## src/rtl/rcp_pkg.sv

```systemverilog
// Shared RCP definitions: FSM encodings, field word indices and bit offsets
// used by the header writer and the RCP parser.
package rcp_pkg;

  localparam int unsigned WORD_IDX_W = 3;
  localparam int unsigned FIELD_W    = 32;

  // One-hot parser states
  typedef enum logic [2:0] {
    HDRS     = 3'b001,
    DATA     = 3'b010,
    WAIT_EOP = 3'b100
  } rcp_state_e;

  localparam logic [WORD_IDX_W-1:0] RATE_WORD_IDX = 3'd4;
  localparam logic [WORD_IDX_W-1:0] RTT_WORD_IDX  = 3'd5;

  localparam int unsigned RATE_LSB = 32;
  localparam int unsigned RTT_LSB  = 32;

endpackage

```

## src/rtl/rcp_rate_min.sv

```systemverilog
// Unsigned min of a packet rate field and the local rate, flagging when
// the local rate strictly lowers the field.
module rcp_rate_min #(
  parameter int unsigned WIDTH = 32
) (
  input  logic [WIDTH-1:0] i_field,
  input  logic [WIDTH-1:0] i_limit,
  output logic [WIDTH-1:0] o_min_c,
  output logic             o_lowered_c
);

  assign o_lowered_c = (i_limit < i_field);
  assign o_min_c     = o_lowered_c ? i_limit : i_field;

endmodule

```

## src/rtl/rcp_header_writer.sv

```systemverilog
// Registered word pipeline that stamps min(rate, local_rate) into data word 4
// and samples the RTT field from data word 5 of each packet.
module rcp_header_writer
  import rcp_pkg::*;
#(
  parameter int unsigned DATA_WIDTH = 64,
  parameter int unsigned CTRL_WIDTH = DATA_WIDTH / 8,
  parameter int unsigned RATE_WIDTH = 32
) (
  input  logic                  clk,
  input  logic                  reset,
  input  logic [DATA_WIDTH-1:0] in_data,
  input  logic [CTRL_WIDTH-1:0] in_ctrl,
  input  logic                  in_wr,
  output logic                  in_rdy,
  output logic [DATA_WIDTH-1:0] out_data,
  output logic [CTRL_WIDTH-1:0] out_ctrl,
  output logic                  out_wr,
  input  logic                  out_rdy,
  input  logic [RATE_WIDTH-1:0] local_rate,
  input  logic                  rcp_en,
  output logic [RATE_WIDTH-1:0] rtt_sample,
  output logic                  rtt_valid,
  output logic [15:0]           pkt_count
);

  rcp_state_e                r_state;
  rcp_state_e                w_state_next;
  logic [WORD_IDX_W-1:0]     r_word_idx;
  logic [WORD_IDX_W-1:0]     w_word_idx_next;
  logic [WORD_IDX_W-1:0]     w_cur_idx;

  logic [DATA_WIDTH-1:0]     r_out_data;
  logic [CTRL_WIDTH-1:0]     r_out_ctrl;
  logic                      r_out_wr;
  logic [RATE_WIDTH-1:0]     r_rtt_sample;
  logic                      r_rtt_valid;
  logic [15:0]               r_pkt_count;

  logic                      w_accept;
  logic                      w_is_ctrl;
  logic                      w_rate_hit;
  logic                      w_rtt_hit;
  logic                      w_lowered;
  logic [RATE_WIDTH-1:0]     w_min_rate;
  logic [DATA_WIDTH-1:0]     w_data_next;

  assign in_rdy     = !r_out_wr || out_rdy;
  assign w_accept   = in_wr && in_rdy;
  assign w_is_ctrl  = (in_ctrl != '0);
  // r_word_idx holds the index of the last accepted data word
  assign w_cur_idx  = r_word_idx + 3'd1;

  assign out_data   = r_out_data;
  assign out_ctrl   = r_out_ctrl;
  assign out_wr     = r_out_wr;
  assign rtt_sample = r_rtt_sample;
  assign rtt_valid  = r_rtt_valid;
  assign pkt_count  = r_pkt_count;

  rcp_rate_min #(
    .WIDTH(RATE_WIDTH)
  ) u_rate_min (
    .i_field    (in_data[RATE_LSB +: RATE_WIDTH]),
    .i_limit    (local_rate),
    .o_min_c    (w_min_rate),
    .o_lowered_c(w_lowered)
  );

  always_ff @(posedge clk or posedge reset) begin
    if (reset) begin
      r_state    <= HDRS;
      r_word_idx <= '0;
    end else begin
      r_state    <= w_state_next;
      r_word_idx <= w_word_idx_next;
    end
  end

  always_comb begin
    w_state_next    = r_state;
    w_word_idx_next = r_word_idx;
    w_rate_hit      = 1'b0;
    w_rtt_hit       = 1'b0;
    if (w_accept) begin
      unique case (r_state)
        HDRS: begin
          if (!w_is_ctrl) begin
            w_state_next    = DATA;
            w_word_idx_next = '0;
          end
        end
        DATA: begin
          w_word_idx_next = w_cur_idx;
          if (w_cur_idx == RATE_WORD_IDX) begin
            w_rate_hit = rcp_en;
          end
          if (w_cur_idx == RTT_WORD_IDX) begin
            w_rtt_hit    = 1'b1;
            w_state_next = WAIT_EOP;
          end
          // EOP wins over the WAIT_EOP transition
          if (w_is_ctrl) begin
            w_state_next    = HDRS;
            w_word_idx_next = '0;
          end
        end
        WAIT_EOP: begin
          if (w_is_ctrl) begin
            w_state_next    = HDRS;
            w_word_idx_next = '0;
          end
        end
        default: begin
          w_state_next    = HDRS;
          w_word_idx_next = '0;
        end
      endcase
    end
  end

  always_comb begin
    w_data_next = in_data;
    if (w_rate_hit) begin
      w_data_next[RATE_LSB +: RATE_WIDTH] = w_min_rate;
    end
  end

  // Output skid register, RTT capture and lowered-rate counter
  always_ff @(posedge clk or posedge reset) begin
    if (reset) begin
      r_out_data   <= '0;
      r_out_ctrl   <= '0;
      r_out_wr     <= 1'b0;
      r_rtt_sample <= '0;
      r_rtt_valid  <= 1'b0;
      r_pkt_count  <= '0;
    end else begin
      r_rtt_valid <= 1'b0;
      if (w_accept) begin
        r_out_data <= w_data_next;
        r_out_ctrl <= in_ctrl;
        r_out_wr   <= 1'b1;
      end else if (out_rdy) begin
        r_out_wr <= 1'b0;
      end
      if (w_rtt_hit) begin
        r_rtt_sample <= in_data[RTT_LSB +: RATE_WIDTH];
        r_rtt_valid  <= 1'b1;
      end
      if (w_rate_hit && w_lowered) begin
        r_pkt_count <= r_pkt_count + 16'd1;
      end
    end
  end

endmodule

```

## config.mk

```make
export PLATFORM = sky130hd
export DESIGN_NAME = rcp_header_writer
export DESIGN_NICKNAME = d
export VERILOG_FILES = /design/src/rtl/rcp_pkg.sv /design/src/rtl/rcp_rate_min.sv /design/src/rtl/rcp_header_writer.sv
export SDC_FILE = /design/constraint.sdc
export NUM_CORES = 1
export LEC_CHECK = 0
export ABC_AREA = 1
export CELL_PAD_IN_SITES_DETAIL_PLACEMENT = 1
export CELL_PAD_IN_SITES_GLOBAL_PLACEMENT = 2
export CORE_MARGIN = 10
export CORE_UTILIZATION = 27
export DETAILED_ROUTE_END_ITERATION = 8
export GPL_TIMING_DRIVEN = 0
export PLACE_DENSITY = 0.9
export SYNTH_ARGS = -nofsm -noshare
export SYNTH_HDL_FRONTEND = slang
export SYNTH_SLANG_ARGS = --single-unit
```

## constraint.sdc

```tcl
create_clock -name clk -period 7.2 [get_ports clk]
set_input_delay 1.08 -clock clk [delete_from_list [all_inputs] [get_ports clk]]
set_output_delay 1.08 -clock clk [all_outputs]
set_load 0.01 [all_outputs]
```

==> results.md <==
- Post-synth EDFFs: 0
- Final period util: 45.8%
- WP data required: 6.12 ns
- Most numerous cell on the critical path: clkdlybuf4s50_1
- Ys flop type: dfrtp_1
- Dominant cell by count in the synthesized netlist: nand2_1
- Largest net degree at the start of global routing: 74
- Max transition margin: 56.7%
- I/O pin count: 232
- Peak VDD IR: 0.142 mV
- Critical path arrival: 2.22 ns
- Final setup violation count: 0
- Min setup slack post-route: 3.90 ns
- CTS tree: done
- Worst-margin pin slew: 0.650 ns
- Skew final: 0.00944 ns
- Min cycle time layout: 3.30 ns
- Final count of pins violating max slew: 0
- Post-Route WL: 24200 µm
- Rows: 56
- Share of cells above drive strength 1: 5.04%
- Total number of vias: 6202
- #FFs+latches synth: 128
- Antenna viol nets, final: 0
- Worst-Skew Late Latency: 0.42 ns
- Initial antenna violation count: 1
- Syn avg cell area: 7.84 µm²
- GPL Wtd Cong: 0.787
- Top post-synthesis cells by count: nand2_1 (297), dfrtp_1 (127), inv_1 (113)
- Final net count: 1222
- Synthesis-to-layout area growth: 51.8%
- Syn Std Cell Area: 6490 µm²
- Synth unique cells: 28
- CTS clk-pin slew, worst paths: 0.07 ns
- Die ar.: 30600 µm²
- Crit path cell chain: clkdlybuf4s50_1 -> inv_1 -> nand2_1 -> clkdlybuf4s50_1
- Crit path max fanout: 3
- Area contributors post-synth: dfrtp_1 (49%), nand2_1 (17%), ha_1 (6.8%), inv_1 (6.5%), nand3_1 (5.9%)
- Pwr per Cell Area: 226 nW/µm²
- Mapped Nets: 971
- Vias per cell: 4.40
- Register area share after synthesis: 49.4%
- H-tree depth: 4
- Post-DP Area: 9230 µm²
- DR pass1 iterations: 4
- FMAX: 0.303 GHz
- Setup TNS Final: 0 ns
- Gr usage total: 15.8%
- Place WS: 3.58 ns
- Wire per inst: 17.2 µm
- Warnings, synthesis: 0
- Final Hold Fails: 0
- Largest area contributor in the netlist: dfrtp_1
- Drt drc: 0
- Post-CTS Repair Setup Buffers: 0
- Vias in the first global route: 6829
- Critical path startpoint category: input pin
- PortBufs: 231
- Leakage power: 4.79 nW
- Die width: 175 µm
- Initial DRC Count: 231
- Status: finished clean
- Hold-fix buffers at CTS: 0
- Clk Tree Root Cell: clkbuf_16
- Worst min path class: flip-flop to flip-flop
- Ys async rst share: 100%
- CP endpoint kind: output port
- Num Clock Sinks: 128
- Synthesized instance count: 827
- Total gr overflow: 0
- Max-cap violations: 0
- Core region area: 23500 µm²
- Maximum clock path buffer count: 2
- Worst path max stage delay: 0.56 ns
- Synth top area share: 49.0%
- Slowest CP cell: clkdlybuf4s50_1
- First-pass GRT wire length: 38400 µm
- Dpl hpwl: 19000 µm
- PostCTS Resize Cnt: 0
- RSZ-0062 raised after global routing: false
- Initial core utilization: 27.6%
- Final Cell Area: 9840 µm²
- Critical path class: input pin to output port
- TritonCTS Buffers: 17
- Die Y: 175 µm
metrics by stage:
stage	std cells	power, mW	hold slack [ns]	util (%)
2_1_floorplan	827	1.04	0.466	-
3_3_place_gp	1377	1.32	0.463	39.1
3_5_place_dp	1378	1.34	0.464	39.2
4_1_cts	1410	2.26	0.482	41.8
5_1_grt	1410	2.34	0.504	41.8
6_report	1411	2.22	0.478	41.8
critical path: cells and delay by family:
family / cells / cell delay [ns]
buffers and inverters: 3 / 1.05
AND/OR/NAND/NOR: 1 / 0.10
cells in the final DEF, fill, tap and decap left out, drive strengths merged, types with 14 or more instances in the layout:
cell type,instances
clkdlybuf4s50,231
nor2,26
clkbuf,39
nand3,78
buf,14
inv,121
dfrtp,127
o21ai,64
ha,35
nand2,298
a21oi,14
routing by layer:
layer,track usage [%],wire length [µm]
met2,26.9,11800
met5,0,0
met1,18.6,10400
met3,5.50,1650
met4,3.89,300
sequential cells by signal, indices dropped and copies added, names as in the netlist:
signal      cells
out_ctrl        8
r_word_idx      3
rtt_valid       1
r_state         3
out_data       64
pkt_count      16
out_wr          1
rtt_sample     32
power breakdown:
group	internal, mW	switching [mW]	leakage, nW
clock	0.551	0.354	0.288
sequential	0.802	0.0488	1.65
combinational	0.242	0.224	2.85
kinds of logic (layout without fill, tap and decap cells):
logic type                 after synthesis  after routing  synth area share, %
and+or+nand+nor                        424            424                 27.2
buffers and inverters                  152            416                 9.36
DFF                                    128            128                 49.4
AOI/OAI and AO/OA                       81             81                 6.35
adders and majority gates               35             35                 6.75
xor gates and xnor gates                 7              7                0.945
other                                    0              1                    0
worst paths after layout:
| kind | startpoint | to | slack (ns) | cells after the start |
|---|---|---|---|---|
| worst max register to register | r_word_idx[0] | out_data[34] | 4.86 | 10 |
| worst min register to register | out_data[4] | out_data[4] | 0.48 | 2 |
| worst max-delay path | out_rdy | in_rdy | 3.90 | 4 |
| min in group asynchronous | reset | out_ctrl[6] | 1.10 | 2 |
| worst min-delay path | out_data[4] | out_data[4] | 0.48 | 2 |
| max in group asynchronous | reset | rtt_sample[31] | 5.32 | 3 |
area by class of cell:
type / instances / area, µm²
antenna: 1 / 2.50
buffer: 34 / 164
clock buffer: 18 / 429
clock inverter: 14 / 183
fill: 2863 / 13700
inverter: 118 / 448
multi-input combinational: 547 / 2680
sequential: 128 / 3200
tap: 319 / 399
timing repair buffer: 232 / 2340
Power figures use the tool's default switching activity.
